**src/rtl/reg_arbiter.sv**
```systemverilog
// Two-port round-robin arbiter for a shared register, with lockable ownership
// and an idle timeout that releases a lock the owner stops using.
module reg_arbiter #(
    parameter int unsigned WIDTH   = 16,
    parameter int unsigned TIMEOUT = 16
) (
    input  logic             clk,
    input  logic             rst,
    input  logic             req0_valid,
    input  logic [WIDTH-1:0] req0_data,
    input  logic             req0_lock,
    output logic             req0_ready,
    input  logic             req1_valid,
    input  logic [WIDTH-1:0] req1_data,
    input  logic             req1_lock,
    output logic             req1_ready,
    output logic             reg_load,
    output logic [WIDTH-1:0] reg_in,
    output logic [1:0]       owner,
    output logic             last_grant
);

    localparam int unsigned CW = (TIMEOUT < 1) ? 1 : $clog2(TIMEOUT + 1);

    typedef enum logic [1:0] {IDLE, OWN0, OWN1} state_t;

    state_t        state, state_nx;
    logic          prio, prio_nx;
    logic [CW-1:0] idle_cnt, idle_cnt_nx;
    logic          timed_out;
    logic          gnt0, gnt1;

    assign timed_out  = (idle_cnt == CW'(TIMEOUT));
    assign req0_ready = gnt0;
    assign req1_ready = gnt1;

    // In the expiry cycle the owner is no longer granted, so a late request
    // cannot re-arm a lock that is being released on this edge.
    always_comb begin
        gnt0        = 1'b0;
        gnt1        = 1'b0;
        state_nx    = state;
        prio_nx     = prio;
        idle_cnt_nx = idle_cnt;
        if (!rst) begin
            case (state)
                IDLE: begin
                    if (req0_valid && req1_valid) begin
                        gnt0 = !prio;
                        gnt1 = prio;
                    end else begin
                        gnt0 = req0_valid;
                        gnt1 = req1_valid;
                    end
                end
                OWN0:    gnt0 = req0_valid && !timed_out;
                OWN1:    gnt1 = req1_valid && !timed_out;
                default: ;
            endcase
        end
        if (gnt0) begin
            prio_nx     = 1'b1;
            idle_cnt_nx = '0;
            state_nx    = req0_lock ? OWN0 : IDLE;
        end else if (gnt1) begin
            prio_nx     = 1'b0;
            idle_cnt_nx = '0;
            state_nx    = req1_lock ? OWN1 : IDLE;
        end else if (state != IDLE) begin
            if (timed_out) begin
                state_nx    = IDLE;
                idle_cnt_nx = '0;
                prio_nx     = (state == OWN0);
            end else begin
                idle_cnt_nx = idle_cnt + 1'b1;
            end
        end
    end

    always_ff @(posedge clk) begin
        if (rst) begin
            state      <= IDLE;
            prio       <= 1'b0;
            idle_cnt   <= '0;
            reg_load   <= 1'b0;
            reg_in     <= '0;
            last_grant <= 1'b0;
        end else begin
            state    <= state_nx;
            prio     <= prio_nx;
            idle_cnt <= idle_cnt_nx;
            reg_load <= gnt0 | gnt1;
            if (gnt0) begin
                reg_in     <= req0_data;
                last_grant <= 1'b0;
            end else if (gnt1) begin
                reg_in     <= req1_data;
                last_grant <= 1'b1;
            end
        end
    end

    always_comb begin
        owner = 2'b00;
        case (state)
            OWN0:    owner = 2'b01;
            OWN1:    owner = 2'b10;
            default: owner = 2'b00;
        endcase
    end

endmodule

```
**config.mk**
```make
export PLATFORM = sky130hd
export DESIGN_NAME = reg_arbiter
export DESIGN_NICKNAME = d
export VERILOG_FILES = /design/src/rtl/reg_arbiter.sv
export SDC_FILE = /design/constraint.sdc
export NUM_CORES = 1
export LEC_CHECK = 0
export ABC_AREA = 1
export BUFFER_PORTS_ARGS = -buffer_cell sky130_fd_sc_hd__buf_2
export CAP_MARGIN = 40
export CORE_MARGIN = 2
export CORE_UTILIZATION = 42
export CTS_CLUSTER_SIZE = 20
export DETAILED_ROUTE_END_ITERATION = 7
export PLACE_DENSITY = 0.83
export SYNTH_ARGS = -nofsm -noshare
export SYNTH_HDL_FRONTEND = slang
export SYNTH_SLANG_ARGS = --single-unit
```
**constraint.sdc**
```tcl
create_clock -name clk -period 1.5 [get_ports clk]
set_input_delay 0 -clock clk [delete_from_list [all_inputs] [get_ports clk]]
set_output_delay 0 -clock clk [all_outputs]
set_load 0.05 [all_outputs]
```
# --- Word-level counts from Yosys, hierarchy flattened ---
# Index checks and enable logic that the tools add are counted.
op_classes:
  add_sub_neg: 1
  muxes: 20
  n_reduce_logical: 13
  eq_ne: 3
  bitwise_logic: 1
ops:
  columns: ["operator", "n"]
  rows:
  - ["two-way mux 16 bit", 2]
  - ["two-way mux 2 bit", 5]
  - ["two-way mux 1 bit", 9]
  - ["nonzero test 3 bit", 2]
  - ["adder 5 x 1 -> 5 bit (second input constant)", 1]
  - ["== test 5 bit (second input constant)", 1]
  - ["two-way mux 5 bit", 1]
  - ["one-hot mux 1 bit (2 select lines)", 2]
  - ["one-hot mux 2 bit (2 select lines)", 1]
  - ["nonzero test 2 bit", 2]
  - ["logical AND 1 bit", 3]
  - ["OR reduction 3 bit", 1]
  - ["== test 2 x 1 -> 1 bit (second input constant)", 1]
  - ["== test 2 bit (second input constant)", 1]
  - ["logical NOT 1 bit", 2]
  - ["logical NOT 2 bit", 1]
  - ["AND reduction 2 bit", 1]
  - ["OR reduction 2 bit", 1]
  - ["bitwise OR 1 bit", 1]
totals:
  output_inout_bits: 22
  regBits: 26
  elab_cells: 44

# --- Logic depth before layout (Yosys ltp) ---
# Gate-level depths: netlist of run 1.
logic_depth:
  ltp_word: 7
  depth_mapped: 14
  ltp_nobuf: 13

# --- Worst setup path after synthesis of run 1 ---
# Ideal clock, no wire load.
synth_path:
  path_type: "register to register"
  startpoint: "reg state[1]"
  endpoint: "reg reg_in[10]"
  period_less_slack_ns: 1.835
  required_time_ns: 1.444
  n_path_buf: 0
  t_arrival_ns: 1.779
  path_slack_ns: -0.335
  path_stages_with_launch: 11
  cell_sequence: "dfxtp_1 > inv_1 > nor2_2 > nand3_2 > nand2_4 > nand2_4 > inv_2 > nand2_1 > nand3_1 > nand2_1 > inv_1"
synth_via:
  elab_chain_cells: 4
  word_cells_on_any_way: 9
synth_rtl:
  columns: ["item", "line", "rtl"]
  rows:
  - ["from (decl)", "27", "state_t state, state_nx;"]
  - ["from (signal assigned)", "89", "state <= state_nx;"]
  - ["== test 2 bit or logical NOT 2 bit (tied branches)", "46", "case (state)"]
  - ["one-hot mux 1 bit (2 select lines) *", "46", null]
  - ["two-way mux 1 bit *", "45", "if (!rst) begin"]
  - ["net req1_ready", "16", "output logic req1_ready,"]
  - ["nonzero test 2 bit (no source line) *", null, null]
  - ["to (signal assigned)", "94", "reg_in <= req0_data;"]
  - ["to (signal assigned)", "97", "reg_in <= req1_data;"]
  - ["to (decl)", "18", "output logic [WIDTH-1:0] reg_in,"]
# The timed path passes the listed nets; every way through them passes the cells marked *.
# A chain may end at the register's enable or synchronous reset.

# --- Final worst setup path of run 1 ---
layout_path:
  startpoint: "reg idle_cnt[1]"
  endpoint: "out req0_ready"
layout_via:
  elab_chain_cells: 5
layout_rtl:
  columns: ["item", "line", "rtl"]
  rows:
  - ["from (decl)", "29", "logic [CW-1:0] idle_cnt, idle_cnt_nx;"]
  - ["from (signal assigned)", "91", "idle_cnt <= idle_cnt_nx;"]
  - ["== test 5 bit", "33", "assign timed_out = (idle_cnt == CW'(TIMEOUT));"]
  - ["logical NOT 1 bit", "56", "OWN0: gnt0 = req0_valid && !timed_out;"]
  - ["logical AND 1 bit", "56", null]
  - ["one-hot mux 1 bit (2 select lines)", "46", null]
  - ["two-way mux 1 bit", "45", null]
  - ["to (decl)", "12", "output logic req0_ready,"]
# No other way between the ends.

==> results_dict.tcl, run 1 <==
set metrics [dict create \
    fin_ws_ns -0.03448 \
    finalSetupViolCount 4 \
    cts_buffers 3 \
    portBuffers 59 \
    crit_family "simple AND/OR/NAND/NOR gates" \
    finClkSkew_ns 0.009277 \
    power.density_nw_per_um2 960.2 \
    use_met2 0.4624 \
    start_kind "flop" \
    hold_viol 0 \
    maxSlewViolCount 0 \
    rows 20 \
    p_int_mw 1.282 \
    hpwl_um 2359 \
    cp.arrival_ns 1.53 \
    pwr-share-comb 0.418 \
    antenna_found_initial 0 \
    die_area_sq_um 3706 \
    die_h_um 60.88 \
    synth_fp_nets 235 \
    critical_path_class "flop to output pin" \
    nNetsFinal 330 \
    via_count 1571 \
    setup_tns_ns -0.09249 \
    cp.required_ns 1.50 \
    power_switching_uw 808.6 \
    grt_max_degree 22 \
    drt-total-wl_um 4170 \
    endpoint_kind "output pin" \
    worst-slew-pin-transition_ns 0.2641 \
    violations "setup timing" \
    ir_worst_vdd_mv 0.6163 \
    crit_buf_inv 4 \
    core_sq_um 3078 \
    tritoncts "built" \
    pwr-share-seq 0.384 \
    dr.pass1.iters 4 \
    ff_latch_area_sq_um 528.0 \
    n_fill_cell 244 \
    antenna_cells 0 \
    instances_no_fill 333 \
    track_usage 0.2430 \
    p_leak_nw 1.110 \
    drc 0 \
    cts-root-buf "clkbuf_4" \
    gr-usage-met3 0.06183 \
    synth_top_area_frac 0.3831 \
    critPathMaxFanout 4 \
    grt_pass1_vias 1546 \
    synthDistinctLibCells 26 \
    avgRoutedWirePerCell_um 12.52 \
    die-width_um 60.88 \
    syn-cell-area_sq_um 1359 \
    clock_sinks 26 \
    drt-vias-per-instance 4.718 \
    ioPinCount 60 \
    drv_cap 0 \
    multi_input_comb_area_sq_um 743.2 \
    avgSynthCellArea_sq_um 6.968 \
    top_usage_layer "met2" \
    overflow 0 \
    clock_latency_ns 0.32 \
    switching_share 0.3868 \
    slew_headroom 0.8251 \
    cpMaxStageDelayCell "dfxtp_2" \
    drt-initial-drc-count 46 \
    ant_nets 0 \
    yosys_warnings 0 \
    status "finished with violations" \
    dp.cells 301 \
    synth.yosys.seq_area_share 0.3831 \
    cp_cell_sequence "inv_2 -> ha_4 -> nand2_2 -> inv_2 -> nand2_4 -> nand3_2 -> nand2_4 -> nand2_8 -> inv_8 -> buf_8" \
    cts_max_level 1 \
    clock.fmax_ghz 0.6517 \
    p_clk_frac 0.198 \
    period_needed_ns 1.534 \
    ys_top_cells_by_area "dfxtp_1 38%, nand2_1 14%, nand3_1 13%" \
    area_delta_synth_final_pct 60.22 \
    gp_congestion 0.8224 \
    min_path_type "primary input to flop" \
    grt_pass1_wl_um 6699 \
    synth-seq-cells 26 \
    rsz0062_at_grt "true" \
    start_util 0.4415 \
    cts_max_path_buffers 2 \
    drive_gt1_frac 0.3841 \
    clk_pin_slew_ns 0.15 \
    use_met1 0.2656 \
    synth_top_cell_by_area "dfxtp_1" \
    fin_crit_sh 1.023 \
    syn-instance-count 195 \
    slowest_delay_ns 0.37 \
]
[layout by cell type, fill, tap and decap left out, types with 3 or more instances in the layout]
master / n
a21oi_1: 6
inv_2: 6
buf_2: 57
dfxtp_2: 3
nand3_2: 3
nand2_1: 47
a21oi_2: 4
nand3_1: 34
buf_6: 6
nor2_1: 13
clkbuf_4: 3
buf_8: 3
buf_4: 9
inv_1: 19
nand2_4: 3
dfxtp_1: 22
dlygate4sd3_1: 22
o21ai_1: 3
[through the flow]
step / worst slack, ns / utilization / hold WS [ns] / instance area, sq um / total power [mW]
6_report: -0.03448 / 0.7073 / 0.01072 / 2177 / 2.091
5_1_grt: -0.1316 / 0.7073 / 0.02039 / 2177 / 2.207
4_1_cts: -0.04671 / 0.6902 / 0.0005000 / 2125 / 2.062
3_5_place_dp: -0.05608 / 0.5663 / 0.2116 / 1743 / 1.533
3_3_place_gp: -0.0006600 / 0.5663 / 0.2081 / 1743 / 1.527
2_1_floorplan: -0.04020 / - / 0.1178 / 1385 / 1.356
[flip-flops by register name, summed over array words and instances (netlist names)]
signal	cells
reg_load	1
state	2
last_grant	1
idle_cnt	5
prio	1
reg_in	16
[power groups by stage]
stage / Combinational [mW] / Clock [mW] / Sequential, mW
detailed placement: 0.718 / 0 / 0.816
floorplan: 0.346 / 0 / 1.01
global route: 0.941 / 0.454 / 0.812
finish: 0.873 / 0.414 / 0.804
global placement: 0.711 / 0 / 0.816
CTS: 0.836 / 0.423 / 0.803
[cells by family after synthesis]
group | synth area share
flops | 0.3831
simple gates | 0.3987
xor+xnor | 0.01289
buf+inv | 0.1206
compound gates | 0.06630
fa+ha+maj | 0.01841
[Yosys cell counts]
cell / count
nor2_4: 1
dfxtp_1: 26
a21oi_1: 10
inv_1: 22
nand3_2: 3
a21boi_1: 1
and3_1: 1
nor2_2: 2
buf_2: 2
nor4_1: 1
nand2_1: 49
nand3_1: 34
xor2_1: 2
a21boi_0: 1
inv_2: 5
nor3_1: 1
buf_6: 4
nor2_1: 14
buf_1: 1
o21ai_0: 2
nand2_2: 1
nand4_1: 2
ha_1: 2
clkinv_1: 1
nand2_4: 4
o21ai_1: 3
[final cells by class]
type | count | share of cell area
Tap cell | 44 | 0.02529
Sequential cell | 26 | 0.2425
Clock buffer | 4 | 0.02184
Inverter | 28 | 0.05402
Multi-Input combinational cell | 134 | 0.3414
Timing Repair Buffer | 97 | 0.3149
[worst paths after layout]
check / startpoint / endpoint / slack, ns / depth (start not counted)
setup reg to reg: idle_cnt[0] / prio / -0.02 / 13
hold reg to reg: last_grant / last_grant / 0.46 / 2
setup / recovery: idle_cnt[1] / req0_ready / -0.03 / 10
hold / removal: req0_data[12] / reg_in[12] / 0.01 / 5
[worst register-to-register path, cell delays in order (launching register included)]
cell      delay, ns
dfxtp_2        0.35
inv_2          0.07
ha_4           0.13
nand2_2        0.05
inv_2          0.06
nand2_4        0.05
nand3_2        0.08
nand2_4        0.08
nand2_8        0.10
buf_8          0.14
nand3_2        0.11
nand2_1        0.09
clkinv_1       0.06
nor2_1         0.09
[what timing repair did]
action / 4_1_cts / 5_1_grt
hold endpoints to repair: 18 / 0
hold buffers: 22 / 0
buffers inserted: 7 / 0
pin swaps: 2 / 6
resized for setup: 21 / 13
endpoints found under the setup margin: 20 / 26
[routing by layer]
layer  wire length (um)  share of wire
met4                 36         0.0086
met5                  0              0
met3                243          0.058
met2               2136           0.51
met1               1754           0.42
(Power assumes the default switching activity.)
==> run 2: changes to the inputs <==
- CORE_UTILIZATION: 42 -> 50
- PLACE_DENSITY: 0.83 -> 0.92
- clock period: 1.5 -> 1.9 ns (I/O delays scaled with it)
==> results_dict.tcl, run 2 (same netlist as run 1, synthesis figures left out) <==
set metrics [dict create \
    most-common-layout-cells "57 x buf_2, 48 x nand2_1, 34 x nand3_1" \
    switching_share 0.4084 \
    cts_buffers 3 \
    cts-root-buf "clkbuf_4" \
    portBuffers 59 \
    largest_registers "reg_in x16, idle_cnt x5, state x2" \
    endpoint_kind "output pin" \
    grt_pass1_vias 1465 \
    ir_worst_vdd_mv 0.6170 \
    dr.pass1.iters 4 \
    clk_pin_slew_ns 0.15 \
    ant_nets 0 \
    track_usage 0.2637 \
    r2r_cells 13 \
    largest_reg_flops 16 \
    rows 18 \
    gp_congestion 0.8624 \
    clock_sinks 26 \
    rsz0062_at_grt "false" \
    largest-register "reg_in" \
    area_delta_synth_final_pct 44.20 \
    via_count 1602 \
    cp_cell_sequence "inv_1 -> ha_1 -> nand2_1 -> inv_1 -> nand2_2 -> nand3_2 -> nand2_4 -> nand2_8 -> inv_8 -> buf_6" \
    start_util 0.5387 \
    core_sq_um 2522 \
    finalSetupViolCount 0 \
    hold_slack_ns -0.001220 \
    drv_cap 0 \
    die_area_sq_um 3151 \
    ioPinCount 60 \
    power.density_nw_per_um2 789.8 \
    slowest_delay_ns 0.38 \
    antenna_found_initial 0 \
    p_leak_nw 1.029 \
    cp_common_cell "inv_1" \
    grt_max_degree 27 \
    clock_latency_ns 0.33 \
    hold_depth 5 \
    min_path_type "primary input to flop" \
    p_clk_frac 0.187 \
    clock.fmax_ghz 0.5559 \
    worst-slew-pin-transition_ns 0.5545 \
    critPathMaxFanout 22 \
    die_h_um 56.13 \
    antenna_cells 0 \
    drive_gt1_frac 0.3080 \
    status "finished with violations" \
    reg2reg_from "idle_cnt[0]" \
    cts_max_level 1 \
    violations "hold timing" \
    fin_crit_sh 0.9468 \
    maxSlewViolCount 0 \
    rr_endpoint "reg_in[8]" \
    cts_max_path_buffers 2 \
    finalPower_mw 1.548 \
    critical_path_class "flop to output pin" \
    drt-initial-drc-count 73 \
    die-width_um 56.13 \
    slew_headroom 0.6298 \
    n_fill_cell 180 \
    setup_tns_ns 0 \
    avgRoutedWirePerCell_um 13.63 \
    cp.arrival_ns 1.80 \
    r2r_slack_ns 0.19 \
    hpwl_um 2237 \
    start_kind "flop" \
    drt-vias-per-instance 5.235 \
    multi_input_comb_area_sq_um 694.4 \
    hp-start "req1_data[13]" \
    drt-total-wl_um 4172 \
    nNetsFinal 317 \
    overflow 0 \
    ff_latch_area_sq_um 523.0 \
    tritoncts "built" \
    period_needed_ns 1.799 \
    final_common_cell "buf_2" \
    cp.required_ns 1.90 \
    pwr-share-seq 0.410 \
    p_int_uw 915.6 \
    holdPathEnd "reg_in[13]" \
    hold_viol 1 \
    pwr-share-comb 0.403 \
    finClkSkew_ns 0.004945 \
    cpMaxStageDelayCell "dfxtp_2" \
    power_switching_uw 632.0 \
    grt_pass1_wl_um 6630 \
    drc 0 \
]
[run 2: critical path: cells and delay by family (launching register included)]
family	cells	cell delay [ns]
fa+ha+maj	1	0.18
simple gates	5	0.49
buf+inv	4	0.40
flops	1	0.38
[run 2: how the worst max path moves through the flow]
stage / start / slack, ns / to
2_1_floorplan: state[1] / 0.06 / reg_in[10]
3_3_place_gp: idle_cnt[0] / 0.19 / reg_in[3]
3_5_place_dp: idle_cnt[0] / 0.09 / reg_in[6]
4_1_cts: idle_cnt[0] / 0.02 / req0_ready
5_1_grt: idle_cnt[0] / 0.009 / req1_ready
6_report: idle_cnt[0] / 0.10 / req0_ready
[run 2: metrics by stage]
stage,area (sq um),setup slack (ns),instances,utilization,hold slack [ns]
after detailed placement,1633,0.08574,277,0.6473,0.2223
final,1959,0.1010,306,0.7768,-0.001220
after global routing,1959,0.008505,306,0.7768,0.02605
after floorplan,1359,0.06465,195,-,0.1188
after CTS,1924,0.02195,303,0.7629,0.00008799
after global placement,1633,0.1893,277,0.6473,0.2254
[run 2: power groups by stage]
stage,combinational (mW),clock [mW],sequential [mW]
2_1_floorplan,0.264,0,0.796
3_3_place_gp,0.519,0,0.644
3_5_place_dp,0.527,0,0.643
4_1_cts,0.580,0.287,0.633
5_1_grt,0.670,0.301,0.641
6_report,0.624,0.290,0.634
[run 2: layout make-up]
class / instances / area share
multi-input combinational: 134 / 0.3544
sequential: 26 / 0.2669
clock buffer: 4 / 0.01852
tap: 30 / 0.01916
inverter: 28 / 0.06003
timing repair buffer: 84 / 0.2810
[run 2: metal layers]
| metal | share of wire | routed length (um) | track usage | vias up |
|---|---|---|---|---|
| li1 | - | - | - | 784 |
| met1 | 0.42 | 1747 | 0.3448 | 715 |
| met2 | 0.47 | 1976 | 0.4034 | 90 |
| met3 | 0.080 | 334 | 0.06047 | 13 |
| met4 | 0.027 | 114 | 0.1361 | 0 |
| met5 | 0 | 0 | 0 | - |
[run 2: what timing repair did]
action,in CTS,in global routing
endpoints found under the setup margin,2,5
hold buffers,22,0
buffers inserted,0,3
endpoints found under the hold margin,18,0
pin swaps,0,1
resized for setup,9,5
